--- config.mk ---
export PLATFORM = sky130hd
export DESIGN_NAME = instruction_sequencer
export DESIGN_NICKNAME = d
export VERILOG_FILES = /design/src/rtl/instruction_sequencer.sv
export SDC_FILE = /design/constraint.sdc
export NUM_CORES = 1
export LEC_CHECK = 0
export CAP_MARGIN = 15
export CORE_MARGIN = 10
export CORE_UTILIZATION = 57
export CTS_BUF_LIST = sky130_fd_sc_hd__clkbuf_8
export CTS_CLUSTER_SIZE = 28
export DETAILED_ROUTE_END_ITERATION = 12
export GPL_TIMING_DRIVEN = 0
export PLACE_DENSITY = 0.75
export SLEW_MARGIN = 15
export SYNTH_ARGS = -nofsm -noshare
export SYNTH_HDL_FRONTEND = slang
export SYNTH_SLANG_ARGS = --single-unit
export TNS_END_PERCENT = 100
--- constraint.sdc ---
create_clock -name clk -period 10.8 [get_ports clk]
set_input_delay 2.16 -clock clk [delete_from_list [all_inputs] [get_ports clk]]
set_output_delay 2.16 -clock clk [all_outputs]
set_load 0.01 [all_outputs]
--- src/rtl/instruction_sequencer.sv ---
// Instruction front-end for the TPU: buffers a host-written program in a FIFO and
// issues it one word per cycle, padding each matmul with NOPs so the array can drain.
module instruction_sequencer #(
  parameter int unsigned DEPTH         = 16,
  parameter logic [3:0]  MATMUL_OPCODE = 4'h3,
  parameter int unsigned MATMUL_CYCLES = 4,
  parameter logic [15:0] NOP           = 16'h0000
) (
  input  logic                     clk,
  input  logic                     rst,
  input  logic                     wr_valid,
  input  logic [15:0]              wr_instr,
  output logic                     wr_ready,
  input  logic                     start,
  output logic [15:0]              instruction,
  output logic                     issue_valid,
  output logic                     busy,
  output logic                     done,
  output logic [$clog2(DEPTH):0]   fill_count
);

  localparam int unsigned AW = $clog2(DEPTH);
  localparam int unsigned PW = AW + 1;
  localparam int unsigned CW = $clog2(MATMUL_CYCLES + 1);

  typedef enum logic [1:0] {
    S_IDLE = 2'd0,
    S_RUN  = 2'd1,
    S_WAIT = 2'd2
  } state_t;

  state_t          state, state_d;
  logic [PW-1:0]   wr_ptr, rd_ptr, count;
  logic [15:0]     mem [DEPTH];
  logic [CW-1:0]   wait_q, wait_d;
  logic [15:0]     instr_d;
  logic            valid_d, done_d;
  logic            full, empty, push, pop;
  logic [15:0]     head;

  // Extra wrap bit on each pointer distinguishes full from empty.
  assign empty = (wr_ptr == rd_ptr);
  assign full  = (wr_ptr[AW] != rd_ptr[AW]) && (wr_ptr[AW-1:0] == rd_ptr[AW-1:0]);
  assign push  = wr_valid && !full;
  assign head  = mem[rd_ptr[AW-1:0]];

  assign wr_ready   = !full;
  assign fill_count = count;
  assign busy       = (state != S_IDLE);

  // Storage array; contents are don't-care after reset since pointers are flushed.
  always_ff @(posedge clk) begin
    if (push) mem[wr_ptr[AW-1:0]] <= wr_instr;
  end

  // FIFO pointers and occupancy.
  always_ff @(posedge clk or negedge rst) begin
    if (!rst) begin
      wr_ptr <= '0;
      rd_ptr <= '0;
      count  <= '0;
    end else begin
      if (push) wr_ptr <= wr_ptr + PW'(1);
      if (pop)  rd_ptr <= rd_ptr + PW'(1);
      case ({push, pop})
        2'b10:   count <= count + PW'(1);
        2'b01:   count <= count - PW'(1);
        default: count <= count;
      endcase
    end
  end

  // State and registered issue outputs.
  always_ff @(posedge clk or negedge rst) begin
    if (!rst) begin
      state       <= S_IDLE;
      wait_q      <= '0;
      instruction <= NOP;
      issue_valid <= 1'b0;
      done        <= 1'b0;
    end else begin
      state       <= state_d;
      wait_q      <= wait_d;
      instruction <= instr_d;
      issue_valid <= valid_d;
      done        <= done_d;
    end
  end

  // Next-state and next-output decode.
  always_comb begin
    state_d = state;
    wait_d  = wait_q;
    instr_d = NOP;
    valid_d = 1'b0;
    done_d  = 1'b0;
    pop     = 1'b0;
    case (state)
      S_IDLE: begin
        if (start && !empty) state_d = S_RUN;
      end
      S_RUN: begin
        if (!empty) begin
          pop     = 1'b1;
          instr_d = head;
          valid_d = 1'b1;
          if ((head[15:12] == MATMUL_OPCODE) && (MATMUL_CYCLES > 1)) begin
            wait_d  = CW'(MATMUL_CYCLES - 1);
            state_d = S_WAIT;
          end
        end else begin
          done_d  = 1'b1;
          state_d = S_IDLE;
        end
      end
      S_WAIT: begin
        // Counter hitting zero at this edge hands control back to RUN.
        if (wait_q <= CW'(1)) begin
          wait_d  = '0;
          state_d = S_RUN;
        end else begin
          wait_d = wait_q - CW'(1);
        end
      end
      default: state_d = S_IDLE;
    endcase
  end

endmodule

* Word-level counts from Yosys, hierarchy flattened
Memories as Yosys holds them, arrays and structs flattened. Index checks and enable logic that the tools add are counted.
Cells by class: order comparisons 1, muxes and demuxes 18, multipliers 0, equal/unequal tests 13, bitwise logic cells 0, add/subtract/negate cells 5, shift operators 0, divide/modulo/power cells 0, reductions and logical operators 11
Operator list (count):
- 16-bit two-way mux | 2
- 5-bit by 1-bit adder with 5-bit output, second input constant | 3
- 5-bit one-hot mux with 2 select lines | 1
- 3-bit two-way mux | 3
- 2-bit two-way mux | 4
- 2-bit != test, second input constant | 4
- 1-bit two-way mux | 6
- 2-bit one-hot mux with 3 select lines | 1
- 3-bit one-hot mux with 2 select lines | 1
- 3-bit AND reduction | 2
- 2-bit nonzero test | 3
- 5-bit == test | 1
- 5-bit by 1-bit subtractor with 5-bit output, second input constant | 1
- 2-bit by 1-bit == test with 1-bit output, second input constant | 2
- 2-bit == test, second input constant | 2
- 4-bit by 2-bit == test with 1-bit output, second input constant | 1
- 4-bit == test | 1
- 3-bit by 1-bit <= comparator with 1-bit output, second input constant | 1
- 1-bit logical AND | 3
- 3-bit != test, second input constant | 1
- 3-bit by 1-bit subtractor with 3-bit output, second input constant | 1
- 1-bit logical NOT | 2
- 2-bit logical NOT | 1
- 1-bit != test | 1
Word-level totals: latch bits 0, memory bits (read-only) 0, register bits after elaboration 38, word-level logic and storage cells 57, memories 1, output and inout port bits 25, bits in writable memories 256
Memories:
- mem | words 16, bits a word 16, read ports 1, clocked after Yosys merged registers in 0, write ports 1, line 34 | logic [15:0] mem [DEPTH];

* Depth between registers and ports, before layout
Gate-level depths: netlist of run 1.
word-level depth 6, depth in mapped cells 15, depth with buffers taken out 12

* Least setup slack after synthesis of run 1
Ideal clock, no wire load.
path type input to register, from input wr_valid, to register count[4] (netlist: fill_count[4]), slack 6.540 ns, data arrival time 4.129 ns, cell stages on the path 11, buffers on the path 1, cells stage by stage a21boi_2 -> inv_1 -> ha_1 -> clkbuf_1 -> xor2_1 -> ha_1 -> o21a_1 -> o21a_1 -> a311oi_1 -> nor3_1 -> xor2_1
Between the ends: word-level cells in the longest chain between the ends 3, elaborated cells on any way between the ends 5, classes of those cells eq/ne: 2; mux: 1; reduce/logical: 2
Ends and longest elaborated chain:
- start: declaration | line 11 | input logic wr_valid,
- 1-bit logical AND * | line 44 | assign push = wr_valid && !full;
- 2-bit by 1-bit == test with 1-bit output / 2-bit == test (equally long branches) | line 65 | case ({push, pop})
- 5-bit one-hot mux with 2 select lines / 2-bit nonzero test (equally long branches)
- end signal: assignment | line 66 | 2'b10: count <= count + PW'(1);
- end signal: assignment | line 67 | 2'b01: count <= count - PW'(1);
- end signal: assignment | line 68 | default: count <= count;
- end: declaration | line 33 | logic [PW-1:0] wr_ptr, rd_ptr, count;
Mark *: on every way between the ends. The rest lies on a longest branch, timed or not. A chain may end at the register's enable or synchronous reset.

* Final worst setup path of run 1
from register rd_ptr[1], to output wr_ready
Between the ends: word-level cells in the longest chain between the ends 3
Ends and longest elaborated chain:
- start: declaration | line 33
- start signal: assignment | line 64 | if (pop) rd_ptr <= rd_ptr + PW'(1);
- 4-bit == test | line 43 | assign full = (wr_ptr[AW] != rd_ptr[AW]) && (wr_ptr[AW-1:0] == rd_ptr[AW-1:0]);
- 1-bit logical AND | line 43
- 1-bit logical NOT | line 47 | assign wr_ready = !full;
- end: declaration | line 13 | output logic wr_ready,
Every way passes these cells.

==> reports/qor.yml, run 1 <==
die_h_um: 162
power_density_nw_per_um2: 265
initial_utilization_pct: 58.4
cts_buffers: 46
r2r-start: "rd_ptr[1]"
power_frac_comb_pct: 34.3
yosysWarnings: 0
finalWorstSetupSlack_ns: 5.92
worstSetupEndpointType: "output pin"
swShare_pct: 30.9
path_class: "reg2out"
synthFlopType: "edfxtp_1"
critPathMaxStageDelay_ns: 0.66
cp-start-kind: "flip-flop"
wl_per_cell_um: 25.0
hold_depth: 1
synth_cells: 537
synth_edf_count: 256
crit_required_ns: 8.64
hold_ws_ns: 0.471
grt_max_degree: 31
slew_violations: 0
synth-xor-area-share_pct: 1.53
ir_worst_vdd_v: 0.000132
p_int_mw: 2.46
hold_end: "fill_count[4]"
track_usage_pct: 18.7
via_per_inst: 5.93
path_max_fanout: 10
dpl_cell_area_um2: 12600
antenna_found_initial: 0
synth_top_family_by_area: "multiplexers"
worstHoldStart: "fill_count[4]"
setup_violations: 0
reg2reg_slack_ns: 6.65
p_leak_nw: 4.57
drive_gt1_share_pct: 27.7
routed_wl_mm: 23.8
clockBufferDepth: 3
netlist_area_um2: 11500
port-buffer-count: 44
hp-class: "reg2reg"
status: "complete, no violations"
core_um2: 19700
fin_crit_sh_pct: 45.2
p_seq_share_pct: 41.6
root_buffer: "clkbuf_8"
die_area_um2: 26200
rsz0062_at_grt: "no"
insertion_delay_ns: 0.56
worstMarginPinSlew_ns: 0.909
ant_nets: 0
die-width_um: 162
cts_tree: "done"
ys_seq_area_share_pct: 75.3
skew_ns: 0.0219
synth_area_per_cell_um2: 21.4
fillers: 1277
worstPathCellList: "buf_2, xor2_1, nor4_1, nand2_1, clkdlybuf4s50_1"
synth_seq_cells: 294
grt_pass1_vias: 5980
muxShareOfSynthArea_pct: 16.1
grt_pass1_wl_mm: 36.7
fmax_mhz: 205
ctsHoldBuffers: 0
overflow: 0
cts_htree_levels: 2
cp.arrival_ns: 2.72
cts_resized: 0
cts_sinks: 294
fin_crit_ns: 4.88
p_clk_share_pct: 24.1
drc: 0
synth_compound_area_share_pct: 1.60
synthArstFlopShare_pct: 12.9
cap_violations: 0
post_cts_buffers: 0
drt_first_pass_iters: 7
p_sw_mw: 1.10
hold_violations: 0
synth_adder_area_share_pct: 1.09
relSlewSlack_pct: 39.3
num_rows: 51
tns_ns: 0
critPathSlowestCell: "nor4_1"
synth-simple-area-share_pct: 2.95
ys_types: 42
post-dp-hpwl_mm: 15.7
dr.first_iter.drc_count: 590
reg2reg_to: "fill_count[4]"
gp_congestion: 0.753
r2r_cells: 15
clkTransAtPathRegs_ns: 0.06
vias: 5637
power_mw: 3.56
antenna_cells: 0
syn_nets: 567
finalInstanceArea_um2: 13400
io_pins: 45
finalNetCount: 679
preCtsSetupSlack_ns: 5.76
area_growth_pct: 17.1
==> power groups by stage <==
| stage | sequential [mW] | combinational, mW | clock (mW) |
|---|---|---|---|
| after floorplan | 1.50 | 0.801 | 0 |
| after global placement | 1.49 | 1.15 | 0 |
| after detailed placement | 1.50 | 1.23 | 0 |
| after CTS | 1.48 | 1.24 | 0.876 |
| after global routing | 1.49 | 1.32 | 0.927 |
| final | 1.48 | 1.22 | 0.857 |
==> registers in the layout, summed over array words and instances (netlist names) <==
name         cells
mem            256
rd_ptr           5
fill_count       5
done             1
instruction     16
wr_ptr           5
issue_valid      1
wait_q           3
state            2
==> per-layer routing <==
metal  GRT usage, %  up-vias  share of wire (%)
met4           5.83        0                2.2
met1           25.5     2919                 41
met2           29.4      256                 49
met3           4.42       44                8.3
li1               -     2418                  -
met5              0        -                  0
==> worst max-delay path by stage <==
stage,from,end,slack (ns)
2_1_floorplan,wr_valid,fill_count[4],6.54
5_1_grt,rd_ptr[1],wr_ready,5.69
4_1_cts,rd_ptr[1],wr_ready,5.85
3_3_place_gp,wr_valid,mem[2][1],4.57
6_report,rd_ptr[1],wr_ready,5.92
3_5_place_dp,wr_valid,fill_count[4],5.76
==> Yosys cell counts, types with 2 or more instances <==
| library cell | n | area share, % |
|---|---|---|
| edfxtp_1 | 256 | 67 |
| mux4_2 | 71 | 14 |
| dfrtp_1 | 38 | 8.3 |
| nand2_1 | 17 | 0.56 |
| nor2_1 | 17 | 0.56 |
| and2_1 | 12 | 0.65 |
| ha_1 | 10 | 1.1 |
| xnor2_1 | 10 | 0.76 |
| xor2_1 | 10 | 0.76 |
| buf_2 | 8 | 0.35 |
| clkbuf_1 | 8 | 0.26 |
| inv_1 | 8 | 0.26 |
| nor3_1 | 7 | 0.31 |
| o21ai_0 | 6 | 0.26 |
| mux2_2 | 5 | 0.49 |
| mux4_1 | 5 | 1.1 |
| a211oi_1 | 4 | 0.26 |
| buf_1 | 4 | 0.13 |
| mux2i_1 | 4 | 0.35 |
| nand2b_1 | 4 | 0.22 |
| nand4_1 | 4 | 0.22 |
| a21o_1 | 3 | 0.20 |
| buf_4 | 3 | 0.20 |
| o21a_1 | 3 | 0.20 |
| a21oi_1 | 2 | 0.087 |
| buf_6 | 2 | 0.20 |
==> placed cells by master, fill, tap and decap left out, drive strengths merged <==
cell type      count
o21ai              6
clkinv            16
clkdlybuf4s50     43
a21o               3
ha                10
a31oi              1
o21a               3
clkbuf            59
xnor2             10
edfxtp           256
inv               22
nor2b              1
a21oi              2
dfrtp             38
bufinv             1
a31o               2
a311oi             1
nand2             17
a211oi             4
mux2i              5
mux2               5
nor3               7
and4bb             2
nand3b             1
nand4              4
a22oi              1
nor4               1
and2              12
a21boi             1
nand2b             4
xor2              10
nor2              17
mux4              76
o2bb2ai            1
or2                1
o221ai             1
clkinvlp           3
buf               38
==> kinds of logic after synthesis <==
family,after synthesis
XOR/XNOR,20
flip-flops,294
buffers and inverters,34
AO/OA/AOI/OAI,26
adder cells (fa/ha/maj),10
AND/OR/NAND/NOR,67
multiplexers,86
==> metrics by stage <==
stage               std cells  utilization (%)
global route              950             68.4
floorplan                 537                -
global placement          846             62.3
CTS                       950             68.4
finish                    950             68.4
detailed placement        866             64.0
==> area by class of cell <==
type                       count  area (um^2)  area share (%)
buffer                        26          135            1.01
clock buffer                  50          688            5.12
clock inverter                34          175            1.30
timing repair buffer          64          723            5.38
inverter                       8         30.0           0.223
sequential                   294         8640            64.3
tap                          265          332            2.47
multi-input combinational    209         2720            20.2
==> critical path, delay by kind of cell (launching register included) <==
| family | cells | cell delay, ns |
|---|---|---|
| and+or+nand+nor | 2 | 0.77 |
| DFF | 1 | 0.48 |
| xor gates and xnor gates | 1 | 0.11 |
| buffers and inverters | 2 | 0.82 |
(Power assumes the default switching activity.)
==> inputs of run 2 (changes only) <==
Settings changed: PLACE_DENSITY 0.75 to 0.78.
Clock period 10.8 ns to 4.11 ns, I/O delays scaled along.
==> reports/qor.yml, run 2 (synthesis gave the netlist of run 1 again) <==
die_area_um2: 26200  # unchanged
track_usage_pct: 18.8  # +0.16 points
setup_violations: 0  # unchanged
die-width_um: 162  # unchanged
clockBufferDepth: 3  # unchanged
root_buffer: "clkbuf_8"
cts_sinks: 294  # unchanged
antenna_cells: 0  # unchanged
overflow: 0  # unchanged
drive_gt1_share_pct: 28.1  # +0.32 points
grt_max_degree: 31  # unchanged
rsz0062_at_grt: "no"
area_growth_pct: 17.0
cts_buffers: 46  # unchanged
hold_violations: 0  # unchanged
port-buffer-count: 44  # unchanged
path_class: "reg2reg"
power_density_nw_per_um2: 698  # +160%
drc: 0  # unchanged
cp-start-kind: "flip-flop"
mostFrequentLayoutCells: "256 x edfxtp_1, 71 x mux4_2, 47 x clkbuf_8, 43 x clkdlybuf4s50_1, 38 x dfrtp_1"
antenna_found_initial: 0  # unchanged
fmax_mhz: 255
cts_htree_levels: 2  # unchanged
crit_required_ns: 4.53  # -4.11 ns
routed_wl_mm: 24.4  # +2.5%
finalNetCount: 681  # +0.29%
clkTransAtPathRegs_ns: 0.06  # about the same
gp_congestion: 0.785  # +4.3%
post-dp-hpwl_mm: 15.9  # +1.1%
grt_pass1_vias: 5880  # -1.7%
drt_first_pass_iters: 4  # -3
reg2reg_slack_ns: 0.19  # -6.46 ns
path_max_fanout: 12  # +2
fin_crit_sh_pct: 95.4
core_um2: 19700  # unchanged
worstSetupEndpointType: "flip-flop"
cp.arrival_ns: 4.34  # +1.62 ns
io_pins: 45  # unchanged
ir_worst_vdd_v: 0.000371  # +180%
worstMarginPinSlew_ns: 1.01  # +0.0984 ns
cap_violations: 0  # unchanged
r2r_cells: 15  # unchanged
power_mw: 9.37  # +160%
relSlewSlack_pct: 32.8  # -6.5 points
p_leak_nw: 4.58  # +0.16%
status: "complete, no violations"
vias: 5719  # +1.5%
num_rows: 51  # unchanged
reg2reg_to: "fill_count[4]"
hp-class: "in2async"
fin_crit_ns: 3.92
hold_ws_ns: 0.153  # -0.317 ns
dr.first_iter.drc_count: 653  # +11%
r2r-start: "rd_ptr[1]"
skew_ns: 0.00904  # -0.0128 ns
slew_violations: 0  # unchanged
final_common_cell: "edfxtp_1"
initial_utilization_pct: 58.4  # unchanged
grt_pass1_wl_mm: 36.6  # -0.15%
largest_reg_flops: 256  # unchanged
ant_nets: 0  # unchanged
insertion_delay_ns: 0.55  # about the same
via_per_inst: 6.00  # +1.1%
wl_per_cell_um: 25.6  # +2.2%
cts_tree: "done"
die_h_um: 162  # unchanged
post_cts_buffers: 0  # unchanged
## run 2: how the worst max path moves through the flow
stage / to / startpoint / depth (start not counted)
after floorplan: fill_count[4] / rd_ptr[1] / 15
after global placement: mem[3][0] / wr_valid / 4
after detailed placement: fill_count[4] / rd_ptr[1] / 15
after CTS: fill_count[4] / rd_ptr[1] / 15
after global routing: fill_count[4] / rd_ptr[1] / 15
final: fill_count[4] / rd_ptr[1] / 15
## run 2: routing by layer
layer / track usage, % / share of wire (%) / wire length (um) / up-vias
met5: 0 / 0 / 0 / -
met4: 5.50 / 2.0 / 477 / 0
met3: 4.98 / 9.3 / 2280 / 34
met2: 28.8 / 47 / 11600 / 267
met1: 26.3 / 41 / 10000 / 2993
li1: - / - / - / 2425
## run 2: worst max-delay path: stages (launching register included)
cell and delay (ns):
dfrtp_1 0.48, buf_2 0.31, xor2_1 0.26, nor4_4 0.10, a21o_1 0.20, inv_1 0.34
clkbuf_4 0.38, ha_1 0.22, clkbuf_1 0.27, xor2_1 0.11, ha_1 0.22, o21a_1 0.17
o21a_1 0.18, a311oi_1 0.30, nor3_1 0.10, xor2_1 0.15
## run 2: repair_timing
| action | CTS | global route |
|---|---|---|
| setup endpoints to repair | 1 | 1 |
| gates cloned | 0 | 0 |
| resized for setup | 1 | 2 |
| hold buffers | 0 | 0 |
## run 2: cell type report
cell class	instances	area (um^2)
Multi-Input combinational cell	209	2740
Buffer	25	134
Clock inverter	38	193
Sequential cell	294	8640
Timing Repair Buffer	67	714
Clock buffer	47	647
Fill cell	1234	6230
Inverter	8	30.0
Tap cell	265	332
## run 2: where the power goes
group | internal, mW | switching, mW | leakage (nW)
Sequential | 3.70 | 0.194 | 2.78
Clock | 1.14 | 1.07 | 0.481
Combinational | 1.57 | 1.70 | 1.32
Total | 6.41 | 2.97 | 4.58
## run 2: through the flow
| step | instances | utilization (%) | area [um^2] | setup WS [ns] | TNS [ns] |
|---|---|---|---|---|---|
| floorplan | 537 | - | 11500 | 0.668 | 0 |
| global placement | 846 | 62.3 | 12200 | -0.972 | -58.48 |
| detailed placement | 869 | 64.0 | 12600 | -0.0636 | -0.0636 |
| CTS | 954 | 68.3 | 13400 | 0.122 | 0 |
| global route | 953 | 68.3 | 13400 | 0.0458 | 0 |
| finish | 953 | 68.3 | 13400 | 0.191 | 0 |
